===== config.mk =====
export PLATFORM = sky130hd
export DESIGN_NAME = and_or_bist_ctrl
export DESIGN_NICKNAME = d
export VERILOG_FILES = /design/src/rtl/and_or_bist_ctrl.sv
export SDC_FILE = /design/constraint.sdc
export NUM_CORES = 1
export LEC_CHECK = 0
export CORE_AREA = 2 2 73 57
export CTS_BUF_LIST = sky130_fd_sc_hd__clkbuf_2 sky130_fd_sc_hd__clkbuf_4 sky130_fd_sc_hd__clkbuf_8
export DETAILED_ROUTE_END_ITERATION = 10
export DIE_AREA = 0 0 75 59
export PLACE_DENSITY = 0.8
export RECOVER_POWER = 50
export SYNTH_ARGS = -nofsm -noshare
export SYNTH_HDL_FRONTEND = slang
export SYNTH_SLANG_ARGS = --single-unit

===== constraint.sdc =====
create_clock -name clk -period 2.6 [get_ports clk]
set_clock_uncertainty 0.05 [all_clocks]
set_input_delay 0.52 -clock clk [delete_from_list [all_inputs] [get_ports clk]]
set_output_delay 0.52 -clock clk [all_outputs]
set_load 0.02 [all_outputs]

===== src/rtl/and_or_bist_ctrl.sv =====
// and_or_bist_ctrl: built-in self-test sequencer for one and_or cell (e = (a&b)|(c&d)).
// Sweeps every input vector, holds it SETTLE_CYCLES cycles, samples e, builds the
// captured truth table and counts mismatches against EXP_TABLE.
//
// Ports:
//   clk        in   clock, rising edge
//   rst_n      in   synchronous reset, active low
//   start      in   sweep request, only honoured in IDLE
//   dut_in     out  {a,b,c,d} driven into the cell
//   dut_out    in   e from the cell
//   busy       out  sweep in progress (DRIVE/SAMPLE/DONE)
//   done       out  one-cycle completion pulse
//   pass       out  captured table equals EXP_TABLE
//   table_out  out  captured truth table, bit i = e for vector i
//   fail_cnt   out  number of mismatching vectors
//   fail_idx   out  first failing vector (only with AND_OR_BIST_STOP_ON_FAIL_EN)
//
// Optional build macro: AND_OR_BIST_STOP_ON_FAIL_EN -- stop at the first mismatch
// and report its index on fail_idx.
module and_or_bist_ctrl #(
  parameter int unsigned               N_IN          = 4,
  parameter int unsigned               SETTLE_CYCLES = 2,
  parameter logic [(1 << N_IN) - 1:0]  EXP_TABLE     = 16'hF888
) (
  input  logic                     clk,
  input  logic                     rst_n,
  input  logic                     start,
  output logic [N_IN-1:0]          dut_in,
  input  logic                     dut_out,
  output logic                     busy,
  output logic                     done,
  output logic                     pass,
  output logic [(1 << N_IN) - 1:0] table_out,
`ifdef AND_OR_BIST_STOP_ON_FAIL_EN
  output logic [N_IN-1:0]          fail_idx,
`endif
  output logic [N_IN:0]            fail_cnt
);

  localparam int unsigned NVEC  = 1 << N_IN;
  localparam int unsigned CNT_W = (SETTLE_CYCLES > 1) ? $clog2(SETTLE_CYCLES) : 1;

  typedef enum logic [1:0] {S_IDLE, S_DRIVE, S_SAMPLE, S_DONE} state_e;

  state_e              state_q, state_d;
  logic [N_IN:0]       idx_q, idx_d;      // one extra bit so the last-vector compare never wraps
  logic [CNT_W-1:0]    cnt_q, cnt_d;
  logic [N_IN-1:0]     dut_in_q, dut_in_d;
  logic                busy_q, busy_d;
  logic                done_q, done_d;
  logic                pass_q, pass_d;
  logic [NVEC-1:0]     table_q, table_d;
  logic [N_IN:0]       fail_cnt_q, fail_cnt_d;
  logic                mismatch_c;
`ifdef AND_OR_BIST_STOP_ON_FAIL_EN
  logic [N_IN-1:0]     fail_idx_q, fail_idx_d;
`endif

  assign mismatch_c = (dut_out != EXP_TABLE[idx_q[N_IN-1:0]]);

  // State and result registers
  always_ff @(posedge clk) begin
    if (!rst_n) begin
      state_q    <= S_IDLE;
      idx_q      <= '0;
      cnt_q      <= '0;
      dut_in_q   <= '0;
      busy_q     <= 1'b0;
      done_q     <= 1'b0;
      pass_q     <= 1'b0;
      table_q    <= '0;
      fail_cnt_q <= '0;
`ifdef AND_OR_BIST_STOP_ON_FAIL_EN
      fail_idx_q <= '0;
`endif
    end else begin
      state_q    <= state_d;
      idx_q      <= idx_d;
      cnt_q      <= cnt_d;
      dut_in_q   <= dut_in_d;
      busy_q     <= busy_d;
      done_q     <= done_d;
      pass_q     <= pass_d;
      table_q    <= table_d;
      fail_cnt_q <= fail_cnt_d;
`ifdef AND_OR_BIST_STOP_ON_FAIL_EN
      fail_idx_q <= fail_idx_d;
`endif
    end
  end

  // Next-state and registered-output logic; outputs take the value of the state being entered
  always_comb begin
    state_d    = state_q;
    idx_d      = idx_q;
    cnt_d      = cnt_q;
    dut_in_d   = dut_in_q;
    busy_d     = busy_q;
    done_d     = 1'b0;
    pass_d     = pass_q;
    table_d    = table_q;
    fail_cnt_d = fail_cnt_q;
`ifdef AND_OR_BIST_STOP_ON_FAIL_EN
    fail_idx_d = fail_idx_q;
`endif

    unique case (state_q)
      S_IDLE: begin
        dut_in_d = '0;
        busy_d   = 1'b0;
        if (start) begin
          state_d    = S_DRIVE;
          idx_d      = '0;
          cnt_d      = '0;
          table_d    = '0;
          fail_cnt_d = '0;
          pass_d     = 1'b0;
          busy_d     = 1'b1;
`ifdef AND_OR_BIST_STOP_ON_FAIL_EN
          fail_idx_d = '0;
`endif
        end
      end

      S_DRIVE: begin
        if (cnt_q == CNT_W'(SETTLE_CYCLES - 1)) begin
          cnt_d   = '0;
          state_d = S_SAMPLE;
        end else begin
          cnt_d = cnt_q + CNT_W'(1);
        end
      end

      S_SAMPLE: begin
        table_d[idx_q[N_IN-1:0]] = dut_out;
        if (mismatch_c) fail_cnt_d = fail_cnt_q + (N_IN+1)'(1);
`ifdef AND_OR_BIST_STOP_ON_FAIL_EN
        if (mismatch_c) begin
          state_d    = S_DONE;
          done_d     = 1'b1;
          pass_d     = 1'b0;
          dut_in_d   = '0;
          fail_idx_d = idx_q[N_IN-1:0];
        end else
`endif
        if (idx_q == (N_IN+1)'(NVEC - 1)) begin
          state_d  = S_DONE;
          done_d   = 1'b1;
          pass_d   = (fail_cnt_d == '0);
          dut_in_d = '0;
        end else begin
          idx_d    = idx_q + (N_IN+1)'(1);
          dut_in_d = idx_d[N_IN-1:0];
          state_d  = S_DRIVE;
        end
      end

      S_DONE: begin
        state_d = S_IDLE;
        busy_d  = 1'b0;
      end

      default: state_d = S_IDLE;
    endcase
  end

  assign dut_in    = dut_in_q;
  assign busy      = busy_q;
  assign done      = done_q;
  assign pass      = pass_q;
  assign table_out = table_q;
  assign fail_cnt  = fail_cnt_q;
`ifdef AND_OR_BIST_STOP_ON_FAIL_EN
  assign fail_idx  = fail_idx_q;
`endif

endmodule

Word level (Yosys, flattened, before mapping). Memory sizes are Yosys's and may differ from the RTL's. A register that Yosys moved wholly into a read port is not among the register bits. Index checks and enable logic that the tools add are counted.

Bits in registers: 36. Bits in latches: 0. Bits in writable memories: 0. Memory bits (read-only): 16. Output and inout port bits: 28. Word-level logic and storage cells: 64. Memories: 1.

$add $sub $neg: 3. Multipliers: 0. Divide/modulo/power cells: 0. $lt $le $gt $ge: 2. Eq/ne operators: 9. Shift operators: 0. Multiplexer cells: 28. Bitwise logic cells: 0. Reduce and logical (&&, ||, !) cells: 12.

Memory list: (no name shown) (depth 16, width 1, rd ports 1, clocked after Yosys merged registers in 1, wr ports 0, line 59) `assign mismatch_c = (dut_out != EXP_TABLE[idx_q[N_IN-1:0]]);`.

Operators with widths (number): one-hot mux 16 bit (2 select lines) (1); two-way mux 5 bit (4); one-hot mux 5 bit (2 select lines) (2); bitwise mux 16 bit (1); two-way mux 16 bit (1); two-way mux 4 bit (3); adder 5 x 1 -> 5 bit, second input constant (2); inequality test 2 bit, second input constant (4); one-hot mux 2 bit (4 select lines) (1); one-hot mux 4 bit (2 select lines) (1); AND reduction 2 bit (4); two-way mux 1 bit (7); two-way mux 2 bit (3); one-hot mux 1 bit (2 select lines) (3); AND reduction 3 bit (2); nonzero test 2 bit (3); == test 5 x 4 -> 1 bit, second input constant (1); logical NOT 5 bit (1); < comparator 4 x 5 -> 1 bit, second input constant (1); demux 1 bit (select 4 bit) (1); == test 2 bit, second input constant (2); greater-or-equal comparator 4 x 1 -> 1 bit, second input constant (1); == test 2 x 1 -> 1 bit, second input constant (1); logical NOT 2 bit (1); 3 further kinds (3).

Longest topological paths before layout.
Depth after elaboration: 8. Depth in mapped cells: 9. Depth with buffers taken out: 8.

Worst setup path before layout. No wires, ideal clock.

Path type: register to register. Start point: register idx_q[0]. End point: register with a tool-made name. Setup time: 0.117 ns. Arrival time: 1.960 ns. Setup slack: 0.473 ns. Cell stages (with the launch flop): 10. Buffers on the path: 1. Period minus slack after synthesis: 2.127 ns. Cells stage by stage: dfxtp_1 -> ha_1 -> clkbuf_1 -> and3_1 -> ha_1 -> nand2b_1 -> nor3_1 -> a21o_1 -> a22o_1 -> a22o_1.

RTL lines: start: declaration (line 46) `logic [N_IN:0] idx_q, idx_d;`; start signal: assignment (line 78) `idx_q <= idx_d;`.

Worst setup path after layout.
Start point: input port dut_out. End point: register pass_q, in the netlist pass.

Cells in the longest elaborated chain, start to end: 6.

RTL lines: start: declaration (line 29) `input logic dut_out,`; inequality test 1 bit (line 59); two-way mux 5 bit (line 136) `if (mismatch_c) fail_cnt_d = fail_cnt_q + (N_IN+1)'(1);`; two-way mux 5 bit (line 107) `unique case (state_q)`; logical NOT 5 bit (line 149) `pass_d = (fail_cnt_d == '0);`; two-way mux 1 bit (line 146) `if (idx_q == (N_IN+1)'(NVEC - 1)) begin`; one-hot mux 1 bit (2 select lines) (line 107); end signal: assignment (line 83) `pass_q <= pass_d;`; end: declaration (line 51) `logic pass_q, pass_d;`.

No other way between the ends. The select of a mux whose other input is x is not followed. A chain may end at the register's enable or synchronous reset.

==> impl_metrics.toml <==
[clock_tree]
post-cts-setup-buffers = 0
clkTransAtPathRegs_ns = 0.08
clock-sinks = 37
root_buffer = "clkbuf_8"
cts_resized = 0
cts_buffers = 5
clk_latency_ns = 0.30
cts_max_level = 2
cts_tree = "built"
ctsHoldBuffers = 0
clockBufferDepth = 2

[floorplanning]
io_pins = 32
coreArea_sq_um = 3640
start_util_pct = 54.3
dieArea_sq_um = 4430
die_x_um = 75
std_cell_rows = 19
chipHeight_um = 59

[finish]
final_nets = 276
area_growth_pct = 22.4
final_common_cell = "dfxtp_1"
postLayoutCellArea_sq_um = 2420
mostFrequentLayoutCells = "37 x dfxtp_1, 29 x o21ai_0, 23 x dlygate4sd3_1"
diodes = 0
drive_above_1_share_pct = 6.11

[placement]
gp_congestion = 0.818
dp_hpwl_mm = 2.97
dp_slack_ns = 0.115
port_buffers = 31
postPlaceCellArea_sq_um = 2340

[global_routing]
grt_overflow_total = 0
grt_pass1_wl_mm = 6.90
antenna_found_initial = 0
gr-usage-all-layers_pct = 20.5
grt_max_degree = 37
first_global_vias = 1472

[sta]
whs_ns = 0.429
setup-tns-final_ns = 0
final-hold-violation-count = 0
grt_setup_unrepaired = "no"
slew-limit-headroom_pct = 72.5
worst_pin_slew_ns = 0.412
fmax_ghz = 0.463
finalCritPeriodShare_pct = 83.2
fin_ws_ns = 0.438
fin_crit_ns = 2.16
finalSetupViolCount = 0
slew_violations = 0

[yosys]
yosysTopAreaCell = "dfxtp_1"
synth_top_area_share_pct = 37.5
syn_area_per_cell_sq_um = 8.55
synthDistinctLibCells = 33
synthTopCellsByArea = "dfxtp_1 38%, a21boi_0 8.0%, o21ai_0 7.4%"
ys.flop_type = "dfxtp_1"
ys_ff_latch = 37
async_flop_share_pct = 0
syn_area_sq_um = 1970
synth_cells = 231
synth-seq-area-share_pct = 37.5
synth_warnings = 0
synth_edf_count = 0
syn_nets = 246

[worst_setup_path]
cp_max_fo = 5
cp_cell_sequence = "clkdlybuf4s50_1 -> xor2_1 -> nand4_1 -> xnor2_1 -> or4_1 -> o22ai_2"
worst_setup_path_end_kind = "flop"
critPathLaunchType = "primary input"
cp.required_ns = 2.79
path_buf_inv = 1
crit_family = "simple AND/OR/NAND/NOR gates"
slowest_stage = "or4_1"
slowest_delay_ns = 0.54
critPathArrivalTime_ns = 2.35
critPathKind = "primary input to flop"

[routing]
top_layer = "met4"
viasPerCell = 5.25
dr_wl_met2_mm = 1.69
drtIter0Drc = 112
route.detailed.drc = 0
routedWlPerCell_um = 13.1
via_count = 1650
wirelength_mm = 4.11
final_antenna_net_count = 0
wl_met3_um = 224
wl_met1_mm = 2.14
dr.pass1.iters = 5

[pwr]
switchingPower_uw = 519
p_int_uw = 966
p_clk_share_pct = 27.3
seqPwrFrac_pct = 42.1
totalPowerFinal_mw = 1.48
p_per_area_nw_per_um2 = 614
vdd_drop_max_uv = 675
static-leakage-power_nw = 0.948
combPwrFrac_pct = 30.6
switching_share_pct = 34.9

[flow_run]
cap_violations = 0

[hold_path]
min_path_type = "flop to flop"

[outcome]
outcome = "completed"
layer usage:
metal,track usage [%],vias to the layer above
met2,29.4,44
met5,0,-
met1,29.6,735
met3,5.44,6
met4,7.65,0
li1,-,865
final timing paths:
| check | slack, ns | cells past startpoint | endpoint | startpoint |
|---|---|---|---|---|
| max | 0.44 | 6 | pass | dut_out |
| min | 0.43 | 2 | table_out[1] | table_out[1] |
| max reg2reg | 0.45 | 7 | pass | state_q[0] |
| min reg2reg | 0.43 | 2 | table_out[1] | table_out[1] |
area by class of cell:
cell class              count  area, sq um
fillers                   324         1220
inverters                   7         26.3
clock inverters             3         17.5
multi-input cells         172         1140
well taps                  52         65.1
repair buffers             38          355
clock buffers               5         68.8
flip-flops and latches     37          741
sequential cells by signal, indices dropped and copies added (netlist names), named ones only:
signal / cells
cnt_q: 1
fail_cnt: 5
state_q: 2
busy: 1
idx_q: 5
table_out: 16
done: 1
pass: 1
dut_in: 4
cell usage after synthesis, types with 3 or more instances:
library cell / number
nor2b_1: 18
a22o_1: 3
inv_1: 7
a21boi_0: 21
a21oi_1: 6
nor2_1: 4
clkbuf_1: 9
nand3_1: 6
nand2b_1: 6
a21o_1: 3
dfxtp_1: 37
ha_1: 11
o21ai_0: 29
and2_1: 18
buf_2: 6
xnor2_1: 5
nor3b_1: 5
nand2_1: 13
a22oi_1: 5
power by group through the flow:
stage,Combinational [mW],Clock [mW],Sequential [mW]
finish,0.455,0.405,0.625
global route,0.514,0.435,0.628
CTS,0.462,0.407,0.626
detailed placement,0.459,0,0.638
global placement,0.453,0,0.636
floorplan,0.332,0,0.643
logic make-up (layout without fill, tap and decap cells):
kind of cell | after synthesis | count (layout) | share of synthesized area (%)
compound gates | 73 | 73 | 23.8
mux | 2 | 2 | 1.20
simple gates | 79 | 79 | 22.9
fa+ha+maj | 11 | 11 | 6.97
xor+xnor | 7 | 7 | 3.11
flops | 37 | 37 | 37.5
buf+inv | 22 | 53 | 4.56
per-stage QoR:
stage / utilization [%] / std cells
floorplan: - / 231
global placement: 64.3 / 306
detailed placement: 64.3 / 306
CTS: 66.7 / 314
global route: 66.5 / 314
finish: 66.5 / 314
worst reg2reg max path, cell delays in order (launching register included):
cell      delay [ns]
dfxtp_1         0.36
inv_1           0.11
ha_1            0.41
clkbuf_1        0.35
and3_1          0.25
nand2_1         0.06
or4_1           0.42
o22ai_2         0.09
Power figures use the tool's default switching activity.
